[src/rtl/dat_mem_dma.sv]
// dat_mem_dma: block copy / block fill sequencer and port arbiter for the
// 8-bit, 256-byte data memory. The engine shares the single memory port
// with the core load/store path. The core wins arbitration until it has
// starved the engine for MAX_STALL consecutive active cycles. After that
// the core is denied for exactly one cycle so the engine can advance.
//
// Ports:
//   clk, rst_n                 clock, asynchronous active-low reset
//   start, mode                launch request (IDLE only), 0 = copy / 1 = fill
//   src_addr, dst_addr, len    copy source, destination, byte count (0 = no-op)
//   fill_val                   byte written by a fill
//   busy, done                 operation in progress, one-cycle completion pulse
//   cpu_req, cpu_wr_en         core port request and write enable
//   cpu_addr, cpu_dat_in       core address and write data
//   cpu_gnt, cpu_dat_out       core owns the port this cycle, core read data
//   mem_addr, mem_dat_in       memory address and write data
//   mem_wr_en, mem_dat_out     memory write enable, combinational read data
module dat_mem_dma #(
  parameter int unsigned MAX_STALL = 4
) (
  input  logic       clk,
  input  logic       rst_n,
  input  logic       start,
  input  logic       mode,
  input  logic [7:0] src_addr,
  input  logic [7:0] dst_addr,
  input  logic [7:0] len,
  input  logic [7:0] fill_val,
  output logic       busy,
  output logic       done,
  input  logic       cpu_req,
  input  logic       cpu_wr_en,
  input  logic [7:0] cpu_addr,
  input  logic [7:0] cpu_dat_in,
  output logic       cpu_gnt,
  output logic [7:0] cpu_dat_out,
  output logic [7:0] mem_addr,
  output logic [7:0] mem_dat_in,
  output logic       mem_wr_en,
  input  logic [7:0] mem_dat_out
);

  typedef enum logic [2:0] {S_IDLE, S_RD, S_WR, S_FILL, S_DONE} state_t;

  localparam logic [3:0] STALL_LIMIT = 4'(MAX_STALL);

  state_t     state, state_nxt;
  logic [7:0] src_ptr, dst_ptr, cnt, data_buf, fill_q;
  logic [3:0] stall_cnt;
  logic       active, eng_own, last_byte;
  logic [7:0] eng_addr, eng_dat;
  logic       eng_we;

  assign active    = (state == S_RD) || (state == S_WR) || (state == S_FILL);
  assign last_byte = (cnt == 8'd1);

  // The grant is gated by rst_n so the core cannot reach the memory while
  // reset is held.
  assign cpu_gnt = rst_n && cpu_req && (!active || (stall_cnt != STALL_LIMIT));
  assign eng_own = active && !cpu_gnt;
  assign cpu_dat_out = mem_dat_out;

  // State register
  always_ff @(posedge clk or negedge rst_n) begin
    if (!rst_n) state <= S_IDLE;
    else        state <= state_nxt;
  end

  // Next-state logic. Active states advance only on cycles the engine owns the port.
  always_comb begin
    state_nxt = state;
    case (state)
      S_IDLE: if (start) state_nxt = (len == 8'd0) ? S_DONE : (mode ? S_FILL : S_RD);
      S_RD:   if (eng_own) state_nxt = S_WR;
      S_WR:   if (eng_own) state_nxt = last_byte ? S_DONE : S_RD;
      S_FILL: if (eng_own) state_nxt = last_byte ? S_DONE : S_FILL;
      S_DONE: state_nxt = S_IDLE;
      default: state_nxt = S_IDLE;
    endcase
  end

  // Datapath: operand latch, pointer and count updates, and the stall counter.
  // The stall counter clears whenever the engine owns the port. Active states
  // are only left on an engine-owned cycle, so it also reads zero on exit.
  always_ff @(posedge clk or negedge rst_n) begin
    if (!rst_n) begin
      src_ptr   <= 8'd0;
      dst_ptr   <= 8'd0;
      cnt       <= 8'd0;
      data_buf  <= 8'd0;
      fill_q    <= 8'd0;
      stall_cnt <= 4'd0;
    end else begin
      if (active && cpu_gnt) stall_cnt <= stall_cnt + 4'd1;
      else                   stall_cnt <= 4'd0;
      case (state)
        S_IDLE: if (start && (len != 8'd0)) begin
          src_ptr <= src_addr;
          dst_ptr <= dst_addr;
          cnt     <= len;
          fill_q  <= fill_val;
        end
        S_RD: if (eng_own) data_buf <= mem_dat_out;
        S_WR: if (eng_own) begin
          src_ptr <= src_ptr + 8'd1;
          dst_ptr <= dst_ptr + 8'd1;
          cnt     <= cnt - 8'd1;
        end
        S_FILL: if (eng_own) begin
          dst_ptr <= dst_ptr + 8'd1;
          cnt     <= cnt - 8'd1;
        end
        default: ;
      endcase
    end
  end

  // Output logic: engine-side port request, status flags and the port mux.
  always_comb begin
    eng_addr = 8'd0;
    eng_dat  = 8'd0;
    eng_we   = 1'b0;
    case (state)
      S_RD:   eng_addr = src_ptr;
      S_WR:   begin eng_addr = dst_ptr; eng_dat = data_buf; eng_we = 1'b1; end
      S_FILL: begin eng_addr = dst_ptr; eng_dat = fill_q;   eng_we = 1'b1; end
      default: ;
    endcase

    busy = active;
    done = (state == S_DONE);

    mem_addr   = 8'd0;
    mem_dat_in = 8'd0;
    mem_wr_en  = 1'b0;
    if (cpu_gnt) begin
      mem_addr   = cpu_addr;
      mem_dat_in = cpu_dat_in;
      mem_wr_en  = cpu_wr_en;
    end else if (eng_own) begin
      mem_addr   = eng_addr;
      mem_dat_in = eng_dat;
      mem_wr_en  = eng_we;
    end
  end

endmodule

[config.mk]
export PLATFORM = sky130hd
export DESIGN_NAME = dat_mem_dma
export DESIGN_NICKNAME = d
export VERILOG_FILES = /design/src/rtl/dat_mem_dma.sv
export SDC_FILE = /design/constraint.sdc
export NUM_CORES = 1
export LEC_CHECK = 0
export BUFFER_PORTS_ARGS = -buffer_cell sky130_fd_sc_hd__clkbuf_2
export CORE_MARGIN = 3
export CORE_UTILIZATION = 55
export DETAILED_ROUTE_END_ITERATION = 12
export PLACE_DENSITY = 0.84
export SETUP_SLACK_MARGIN = 0.02
export SYNTH_ARGS = -nofsm -noshare
export SYNTH_HDL_FRONTEND = slang
export SYNTH_SLANG_ARGS = --single-unit
[constraint.sdc]
create_clock -name clk -period 5.1 [get_ports clk]
set_input_delay 0.51 -clock clk [delete_from_list [all_inputs] [get_ports clk]]
set_output_delay 0.51 -clock clk [all_outputs]
set_load 0.01 [all_outputs]
Word level (Yosys, flattened, before mapping)
Cells that the tools add are included.
{"block": "totals", "ff_bits": 47, "inputBits": 62, "elab_cells": 72}
{"block": "classes", "add_sub_neg": 4, "muxes": 28, "eq_ne": 12, "n_reduce_logical": 21}
{"op": "$mux W8", "count": 10}
{"op": "$pmux W8 S2", "count": 5}
{"op": "$mux W3", "count": 7}
{"op": "$add A8 B1 Y8 const B", "count": 2}
{"op": "$pmux W3 S4", "count": 1}
{"op": "$ne A2 B2 Y1 const B", "count": 5}
{"op": "$eq A8 B1 Y1 const B", "count": 1}
{"op": "$logic_not A8 Y1", "count": 1}
{"op": "$reduce_bool A8 Y1", "count": 1}
{"op": "$sub A8 B1 Y8 const B", "count": 1}
{"op": "$eq A3 B2 Y1 const B", "count": 2}
{"op": "$reduce_and A3 Y1", "count": 2}
{"op": "$logic_and A1 B1 Y1", "count": 5}
{"op": "$add A4 B1 Y4 const B", "count": 1}
{"op": "$mux W4", "count": 1}
{"op": "$ne A4 B3 Y1 const B", "count": 1}
{"op": "$reduce_and A2 Y1", "count": 2}
{"op": "$reduce_and A4 Y1", "count": 1}
{"op": "$reduce_bool A2 Y1", "count": 2}
{"op": "$eq A3 B1 Y1 const B", "count": 1}
{"op": "$eq A3 B3 Y1 const B", "count": 1}
{"op": "$logic_not A3 Y1", "count": 1}
{"op": "$logic_or A1 B1 Y1", "count": 3}
{"op": "$mux W1", "count": 3}
{"op": "other kinds (4)", "count": 5}

Longest topological paths before layout
Gate-level depths: netlist of the first run.
{"block": "depth", "word_depth": 10, "mapped_depth": 8, "mapped_depth_nobuf": 7}

Worst setup path before layout of the first run
OpenSTA, ideal clock, no wires.
{"block": "synth_path", "path_type": "flip-flop to output port", "from": "register stall_cnt[0]", "to": "output mem_dat_in[3]", "arrival_time_ns": 1.747, "path_slack_ns": 2.843, "stages_incl_launch_ff": 8, "path_cell_list": "dfrtp_1 > inv_1 > ha_1 > nand3b_2 > o31ai_4 > inv_2 > buf_2 > o31ai_1"}
{"block": "synth_between", "elab_chain_cells": 7}
{"item": "from (decl)", "line_no": "49", "rtl": "logic [3:0] stall_cnt;"}
{"item": "from (signal assigned)", "line_no": "94", "rtl": "if (active && cpu_gnt) stall_cnt <= stall_cnt + 4'd1;"}
{"item": "$ne A4 B3 Y1 *", "line_no": "59", "rtl": "assign cpu_gnt = rst_n && cpu_req && (!active || (stall_cnt != STALL_LIMIT));"}
{"item": "$logic_or A1 B1 Y1 *", "line_no": "59"}
{"item": "$logic_and A1 B1 Y1 *", "line_no": "59"}
{"item": "$logic_not A1 Y1", "line_no": "60", "rtl": "assign eng_own = active && !cpu_gnt;"}
{"item": "$logic_and A1 B1 Y1", "line_no": "60"}
{"item": "$mux W8", "line_no": "140", "rtl": "end else if (eng_own) begin"}
{"item": "$mux W8 *", "line_no": "136", "rtl": "if (cpu_gnt) begin"}
{"item": "to (decl)", "line_no": "38", "rtl": "output logic [7:0] mem_dat_in,"}
Mark *: on every way between the ends. The rest lies on a longest branch, timed or not.

Final worst setup path of the first run
{"block": "layout_path", "from": "register state[0]", "to": "output mem_addr[6]"}
{"block": "layout_between", "elab_chain_cells": 10, "elab_cells_between_ends": 14, "cone_classes": "3 x eq/ne; 3 x mux; 8 x reduce/logical"}
{"item": "from (decl)", "line_no": "47", "rtl": "state_t state, state_nxt;"}
{"item": "from (signal assigned)", "line_no": "66", "rtl": "else state <= state_nxt;"}
{"item": "$eq A3 B1 Y1 or $eq A3 B2 Y1 (tied branches)", "line_no": "54, 123"}
{"item": "$logic_or A1 B1 Y1 (2 in series)", "line_no": "54", "rtl": "assign active = (state == S_RD) || (state == S_WR) || (state == S_FILL);"}
{"item": "$logic_not A1 Y1", "line_no": "59"}
{"item": "$logic_or A1 B1 Y1", "line_no": "59"}
{"item": "$logic_and A1 B1 Y1", "line_no": "59"}
{"item": "$logic_not A1 Y1", "line_no": "60"}
{"item": "$logic_and A1 B1 Y1", "line_no": "60"}
{"item": "$mux W8", "line_no": "140"}
{"item": "$mux W8 *", "line_no": "136"}
{"item": "to (decl)", "line_no": "37", "rtl": "output logic [7:0] mem_addr,"}
Marked as above.

==> tab_implementation.tex, run 1 <==
\begin{tabular}{lr}
\hline
Metric & Value \\
\hline
\multicolumn{2}{l}{\textbf{Global routing}} \\
Number of antenna violations at the first check in global routing & 0 \\
Pin count of the biggest net entering global routing & between 40 and 50 \\
Remaining global-route overflow & 0 \\
Global router's overall resource usage & 26.8\% \\
Via count of the first global-routing pass & 2748 \\
Wire length of the first global-routing pass & 13500 µm \\
\multicolumn{2}{l}{\textbf{Cells and area}} \\
Number of diodes & 0 \\
Growth of design area from synthesis to finish & 16.0\% \\
Non-Filler Instances & 480 \\
Top library cells by usage in the layout, fill and taps aside & 89 x sky130\_fd\_sc\_hd\_\_clkbuf\_2, 61 x sky130\_fd\_sc\_hd\_\_nand2\_1, 47 x sky130\_fd\_sc\_hd\_\_dfrtp\_1 \\
Final net count & $\sim$480 \\
Summed area of non-filler cells in the final layout & around 3500 µm² \\
Most common cell after layout, fill and taps aside & sky130\_fd\_sc\_hd\_\_clkbuf\_2 \\
Count of fill cells added during filler insertion & 440 \\
Post-layout utilization of the core & 67.6\% \\
Fraction of final layout cells sized beyond drive strength 1 & 30.2\% \\
\multicolumn{2}{l}{\textbf{Power}} \\
Worst voltage drop across the vdd grid & 0.000276 V \\
Lkg Pwr & 1.70 nW \\
Total chip power & 1.92 mW \\
Power density of the placed cells & 543 nW/µm² \\
\multicolumn{2}{l}{\textbf{Logic synthesis}} \\
Total of warnings raised by yosys & 0 \\
Dominant register cell in the synthesized netlist & sky130\_fd\_sc\_hd\_\_dfrtp\_1 \\
Synth Area per Inst & just over 9 µm² \\
Post-synth cell types & 62 \\
EDFF count, synth & 0 \\
Proportion of register bits with asynchronous set or reset after synthesis & between 90\% and 100\% \\
Cell area after synthesis & 3050 µm² \\
Flip-flop and latch count after synthesis & 47 \\
Cell count after synthesis & roughly 340 \\
Proportion of synthesized chip area in sequential cells & 38.6\% \\
Synthesized Nets & 405 \\
\multicolumn{2}{l}{\textbf{Setup path}} \\
Cell-by-cell trace of the critical path & nor2\_2 > o31ai\_4 > inv\_2 > o31ai\_1 > clkbuf\_2 \\
Worst stage delay on the critical path & 0.87 ns \\
Origin of the worst setup path & state[0]\$\_DFFE\_PN0P\_ \\
Worst Setup End Kind & primary output \\
Required time reported for the critical path endpoint & 4.59 ns \\
CP Buf/Inv Count & 2 \\
Category of the critical setup timing path & register to primary output \\
Startpoint kind of the worst setup timing path & register \\
Family with the most delay on the worst path & flip-flops \\
Largest fanout on the critical path & 32 \\
Arrival time at the worst endpoint & 2.61 ns \\
Startpoint of the lowest-slack register-to-register path & state[1]\$\_DFFE\_PN0P\_ \\
Crit-path slowest cell & sky130\_fd\_sc\_hd\_\_dfrtp\_1 \\
\multicolumn{2}{l}{\textbf{STA}} \\
Max-slew headroom & 47.5\% \\
Tmin final & roughly 3.1 ns \\
RSZ-0062 raised after global routing & false \\
Actual slew at the worst max-slew pin & 0.787 ns \\
Total negative setup slack & 0 ns \\
Final Skew & 0.0108 ns \\
Final hold vios & 0 \\
Fraction of the cycle the final worst path needs & 61.1\% \\
Count of pins over their slew limit & 0 \\
Setup violations, final & 0 \\
Highest achievable clock rate & about 320 MHz \\
\multicolumn{2}{l}{\textbf{CTS}} \\
Clk Tree Root Cell & sky130\_fd\_sc\_hd\_\_clkbuf\_8 \\
Clock slew at the register clock pins of the worst setup and hold paths & roughly 0.09 ns \\
Maximum clock insertion buffer count & 2 \\
TritonCTS sink count & 47 \\
Clock Latency Late Sink & 0.31 ns \\
H-Tree Level Count & 2 \\
TritonCTS clock tree & built \\
Number of post-CTS setup repair buffers & 0 \\
Hold Buf Count CTS & 0 \\
Post-CTS sizing & 0 \\
Clock buffer count from CTS & 5 \\
\multicolumn{2}{l}{\textbf{Die}} \\
Overall die width & 80.5 µm \\
DIE HEIGHT & 80.5 µm \\
Rows & 26 \\
Core Box Area & 5240 µm² \\
I/O Pins & 90 \\
Floorplan die area & 6480 µm² \\
Initial standard-cell utilization of the core & 58.2\% \\
\multicolumn{2}{l}{\textbf{Routing}} \\
Vias post-DR & $\sim$3000 \\
Post-detailed-route DRC marker count & 0 \\
DRT antenna net count & 0 \\
Routed wire length & around 8400 µm \\
Per-cell via count in the routed design & 6.20 \\
Router iterations before antenna repair & 7 \\
Average wire length per cell after detail routing & 17.5 µm \\
DRC violation total after the first TritonRoute iteration & 355 \\
\multicolumn{2}{l}{\textbf{Flow run}} \\
Max-cap check violation count & 0 \\
\multicolumn{2}{l}{\textbf{Place}} \\
Area after DPL & roughly 3400 µm² \\
Total of buffers placed on input and output ports & between 80 and 90 \\
Routability congestion estimate & 0.932 \\
Estimated wirelength of the detail-placed design & 6140 µm \\
Total instance count after detailed placement & roughly 470 \\
\multicolumn{2}{l}{\textbf{Worst hold path}} \\
Hold/Removal Path Class & primary input to async pin \\
\multicolumn{2}{l}{\textbf{Run status}} \\
Status & finished clean \\
\hline
\end{tabular}
==> metal layers <==
metal,global-route usage [%],vias up,part of all wire [%]
met2,42.4,140,49
met5,0,-,0
li1,-,1393,-
met1,37.4,1423,42
met3,5.27,18,7.4
met4,7.60,0,2.0
==> layout make-up <==
| cell class | count | area (µm²) | area share, % |
|---|---|---|---|
| timing repair buffer | 93 | 475 | 13.4 |
| tap | 70 | 87.6 | 2.47 |
| clock inverter | 2 | 16.3 | 0.460 |
| sequential | 47 | 1180 | 33.2 |
| inverter | 8 | 30.0 | 0.848 |
| clock buffer | 6 | 82.6 | 2.33 |
| multi-input combinational | 254 | 1670 | 47.2 |
==> worst reg2reg max path, stage by stage (launching register included) <==
cell and delay [ns]:
sky130_fd_sc_hd__dfrtp_1 0.74, sky130_fd_sc_hd__nor3b_2 0.72, sky130_fd_sc_hd__o21ai_1 0.41, sky130_fd_sc_hd__nand2_1 0.32
sky130_fd_sc_hd__o2bb2a_1 0.25
==> per-stage QoR <==
stage	setup WS, ns	hold slack, ns
floorplan	2.84	0.214
global placement	2.36	0.459
detailed placement	2.31	0.464
CTS	2.00	0.328
global route	1.80	0.361
finish	1.98	0.307
==> synthesized netlist by cell type, drive strengths merged (3+ instances only) <==
library cell,n,area share (%)
mux2,8,3.0
nor3,10,1.6
a21oi,18,3.0
and2,5,1.0
clkbuf,6,0.74
a32oi,4,1.1
a22oi,4,0.98
o21ai,11,1.8
o22ai,8,1.6
ha,6,2.5
o2bb2ai,4,1.1
inv,8,0.98
o211ai,5,1.2
nor3b,3,0.90
dfrtp,47,39
a221o,4,1.3
mux2i,11,3.6
and3,3,0.62
nand2,61,7.5
o2bb2a,7,2.3
o31ai,10,2.9
a31oi,7,1.4
nand3,14,2.3
buf,22,4.9
nor2,16,2.1
nor4,3,1.0
==> where the power goes <==
group	internal, mW	switching, mW	leakage (nW)	total (mW)
Sequential	0.539	0.196	0.558	0.735
Clock	0.111	0.133	0.0474	0.244
Combinational	0.430	0.514	1.10	0.943
==> kinds of logic (layout without fill, tap and decap cells) <==
family / Yosys count / after routing / share of synthesized area, %
AO/OA/AOI/OAI: 99 / 99 / 24.7
XOR/XNOR: 2 / 2 / 0.574
adder cells (fa/ha/maj): 6 / 6 / 2.46
buffers and inverters: 36 / 109 / 6.64
flip-flops: 47 / 47 / 38.6
multiplexers: 19 / 19 / 6.56
AND/OR/NAND/NOR: 128 / 128 / 20.5
==> final timing paths <==
| path | to | slack, ns | depth (start not counted) |
|---|---|---|---|
| worst max register to register | src_ptr[6]$_DFFE_PN0P_ | 2.56 | 4 |
| worst max-delay path | mem_addr[6] | 1.98 | 5 |
| min in group clk | fill_q[4]$_DFFE_PN0P_ | 0.39 | 3 |
| worst min register to register | fill_q[1]$_DFFE_PN0P_ | 0.48 | 2 |
| worst min-delay path | data_buf[1]$_DFFE_PN0P_ | 0.31 | 2 |
| max in group asynchronous | src_ptr[5]$_DFFE_PN0P_ | 4.36 | 2 |
==> sequential cells by signal, indices dropped and copies added (netlist names) <==
signal / count
fill_q: 8
src_ptr: 8
cnt: 8
stall_cnt: 4
dst_ptr: 8
state: 3
data_buf: 8
Power figures use the tool's default switching activity.
==> run 2, diff against run 1 <==
- CORE_UTILIZATION: 55 -> 52
- PLACE_DENSITY: 0.84 -> 0.8
- clock period: 5.1 -> 2.9 ns (I/O delays scaled with it)
==> run 2 against run 1 <==
Compared with the run above:
- critical path depth increased by 2
- power increased by 83%
- wire length decreased by 4.9%
- highest routed layer unchanged
- critical endpoint is now mem_addr[0]
- register-to-register slack got worse by 1.9 ns
- clock power increased by 100%
- combinational power increased by 89%
- via count decreased by 1.8%
- sequential share of layout area decreased by 0.75 points
- largest power group unchanged
==> tab_implementation.tex, run 2 (synthesis gave the netlist of run 1 again) <==
\begin{tabular}{lr}
\hline
Metric & Value \\
\hline
\multicolumn{2}{l}{\textbf{Run status}} \\
Status & finished clean \\
\multicolumn{2}{l}{\textbf{Global routing}} \\
Number of antenna violations at the first check in global routing & 0 (unchanged) \\
Wire length of the first global-routing pass & 12500 µm (-7.8\%) \\
Pin count of the biggest net entering global routing & 48 (-2.0\%) \\
Remaining global-route overflow & 0 (unchanged) \\
Global router's overall resource usage & 23.8\% (-3.1 points) \\
Via count of the first global-routing pass & 2566 (-6.6\%) \\
\multicolumn{2}{l}{\textbf{Cells and area}} \\
Non-Filler Instances & 490 (+2.1\%) \\
Top library cells by usage in the layout, fill and taps aside & 89 x sky130\_fd\_sc\_hd\_\_clkbuf\_2, 61 x sky130\_fd\_sc\_hd\_\_nand2\_1, 47 x sky130\_fd\_sc\_hd\_\_dfrtp\_1 \\
Growth of design area from synthesis to finish & 18.7\% \\
Number of diodes & 0 (unchanged) \\
Final net count & 485 (+1.7\%) \\
Summed area of non-filler cells in the final layout & 3620 µm² (+2.3\%) \\
Post-layout utilization of the core & 64.6\% (-3.0 points) \\
Fraction of final layout cells sized beyond drive strength 1 & 31.6\% (+1.3 points) \\
Count of fill cells added during filler insertion & 503 (+14\%) \\
Most common cell after layout, fill and taps aside & sky130\_fd\_sc\_hd\_\_clkbuf\_2 \\
\multicolumn{2}{l}{\textbf{STA}} \\
RSZ-0062 raised after global routing & false \\
Actual slew at the worst max-slew pin & 0.693 ns (-0.0938 ns) \\
Total negative setup slack & 0 ns (unchanged) \\
Final hold vios & 0 (unchanged) \\
Tmin final & 2.67 ns \\
Post-route setup slack & 0.231 ns (-1.75 ns) \\
Final Skew & 0.00814 ns (-0.00269 ns) \\
Setup violations, final & 0 (unchanged) \\
Fraction of the cycle the final worst path needs & 92.0\% \\
Count of pins over their slew limit & 0 (unchanged) \\
Max-slew headroom & 53.3\% (+5.8 points) \\
Highest achievable clock rate & about 370 MHz \\
\multicolumn{2}{l}{\textbf{Die}} \\
Floorplan die area & 6820 µm² (+5.3\%) \\
I/O Pins & 90 (unchanged) \\
Core Box Area & 5610 µm² (+7.1\%) \\
DIE HEIGHT & 82.6 µm (+2.6\%) \\
Rows & 27 (+3.8\%) \\
Initial standard-cell utilization of the core & 54.4\% (-3.8 points) \\
Overall die width & 82.6 µm (+2.6\%) \\
\multicolumn{2}{l}{\textbf{CTS}} \\
Post-CTS sizing & 0 (unchanged) \\
H-Tree Level Count & 2 (unchanged) \\
Clock slew at the register clock pins of the worst setup and hold paths & 0.08 ns (about the same) \\
TritonCTS clock tree & built \\
Number of post-CTS setup repair buffers & 0 (unchanged) \\
Clock Latency Late Sink & 0.31 ns (about the same) \\
TritonCTS sink count & 47 (unchanged) \\
Clk Tree Root Cell & sky130\_fd\_sc\_hd\_\_clkbuf\_8 \\
Maximum clock insertion buffer count & 2 (unchanged) \\
Clock buffer count from CTS & 5 (unchanged) \\
Hold Buf Count CTS & 0 (unchanged) \\
\multicolumn{2}{l}{\textbf{Routing}} \\
Sum of met2 wire segment lengths after detailed routing & 3770 µm (-7.9\%) \\
DRC violation total after the first TritonRoute iteration & 215 (-39\%) \\
Per-cell via count in the routed design & 5.96 (-3.9\%) \\
Routed wire length & 7990 µm (-4.9\%) \\
Average wire length per cell after detail routing & 16.3 µm (-6.9\%) \\
DRT antenna net count & 0 (unchanged) \\
Highest Signal Layer & met4 \\
Wl on met1 & 3520 µm (+0.11\%) \\
Router iterations before antenna repair & 5 (-2) \\
Met3 Wirelength & 538 µm (-14\%) \\
Vias post-DR & 2919 (-1.8\%) \\
Post-detailed-route DRC marker count & 0 (unchanged) \\
\multicolumn{2}{l}{\textbf{Setup path}} \\
Category of the critical setup timing path & register to primary output \\
Required time reported for the critical path endpoint & 2.61 ns (-1.98 ns) \\
Arrival time at the worst endpoint & 2.38 ns (-0.23 ns) \\
Largest fanout on the critical path & 32 (unchanged) \\
Startpoint kind of the worst setup timing path & register \\
Worst Setup End Kind & primary output \\
\multicolumn{2}{l}{\textbf{Place}} \\
Pre-CTS setup slack & 0.581 ns (-1.73 ns) \\
Estimated wirelength of the detail-placed design & 5960 µm (-3.0\%) \\
Area after DPL & 3500 µm² (+1.8\%) \\
Total instance count after detailed placement & 482 (+2.1\%) \\
Total of buffers placed on input and output ports & 89 (unchanged) \\
Routability congestion estimate & 0.851 (-8.7\%) \\
\multicolumn{2}{l}{\textbf{Power}} \\
Worst voltage drop across the vdd grid & 0.000447 V (+62\%) \\
Lkg Pwr & 1.75 nW (+3.1\%) \\
Power density of the placed cells & 970 nW/µm² (+79\%) \\
\multicolumn{2}{l}{\textbf{Worst hold path}} \\
Hold/Removal Path Class & primary input to async pin \\
\multicolumn{2}{l}{\textbf{Flow run}} \\
Max-cap check violation count & 0 (unchanged) \\
\hline
\end{tabular}
run 2: changes by cell type in the layout (fill, tap and decap cells not counted):
cell	delta
sky130_fd_sc_hd__buf_4	+8
sky130_fd_sc_hd__bufinv_16	+1
sky130_fd_sc_hd__clkinv_2	+1
sky130_fd_sc_hd__clkinv_4	-1
sky130_fd_sc_hd__clkinvlp_4	-1
run 2: cell type report:
class | count | area (µm²) | share of cell area, %
clock inverter | 2 | 35.0 | 0.968
timing repair buffer | 101 | 536 | 14.8
tap | 72 | 90.1 | 2.49
multi-input combinational | 254 | 1670 | 46.2
inverter | 8 | 30.0 | 0.829
sequential | 47 | 1180 | 32.5
clock buffer | 6 | 82.6 | 2.28
run 2: power breakdown:
part	internal (mW)	switching, mW
clock	0.279	0.220
combinational	0.816	0.960
sequential	0.949	0.288
total	2.04	1.47
run 2: metal layers:
layer  up-vias  global-route usage, %
met3        15                   4.34
met1      1389                   34.2
met2       109                   35.8
met5         -                      0
met4         0                   8.17
li1       1406                      -
run 2: worst paths after layout:
path | start | end | slack [ns] | cells past startpoint
worst min-delay path | rst_n | cnt[5]$_DFFE_PN0P_ | 0.11 | 2
worst min register to register | cnt[6]$_DFFE_PN0P_ | cnt[6]$_DFFE_PN0P_ | 0.49 | 1
worst max-delay path | stall_cnt[0]$_DFF_PN0_ | mem_addr[0] | 0.23 | 7
max in group asynchronous | rst_n | state[1]$_DFFE_PN0P_ | 2.36 | 2
min in group clk | fill_val[5] | fill_q[5]$_DFFE_PN0P_ | 0.17 | 3
worst max register to register | stall_cnt[0]$_DFF_PN0_ | data_buf[2]$_DFFE_PN0P_ | 0.69 | 6
run 2: stage by stage:
stage | hold WS (ns) | power (mW)
final | 0.112 | 3.51
after global routing | 0.178 | 3.79
after CTS | 0.134 | 3.51
after detailed placement | 0.466 | 3.00
after global placement | 0.457 | 2.95
after floorplan | -0.00559 | 2.42
run 2: worst max-delay path, cell delays in order (launching register included):
cell and delay [ns]:
sky130_fd_sc_hd__dfrtp_1 0.42, sky130_fd_sc_hd__inv_1 0.07, sky130_fd_sc_hd__ha_1 0.17, sky130_fd_sc_hd__nand3b_2 0.21, sky130_fd_sc_hd__o31ai_4 0.35, sky130_fd_sc_hd__inv_2 0.30
sky130_fd_sc_hd__a221o_1 0.42, sky130_fd_sc_hd__clkbuf_2 0.13
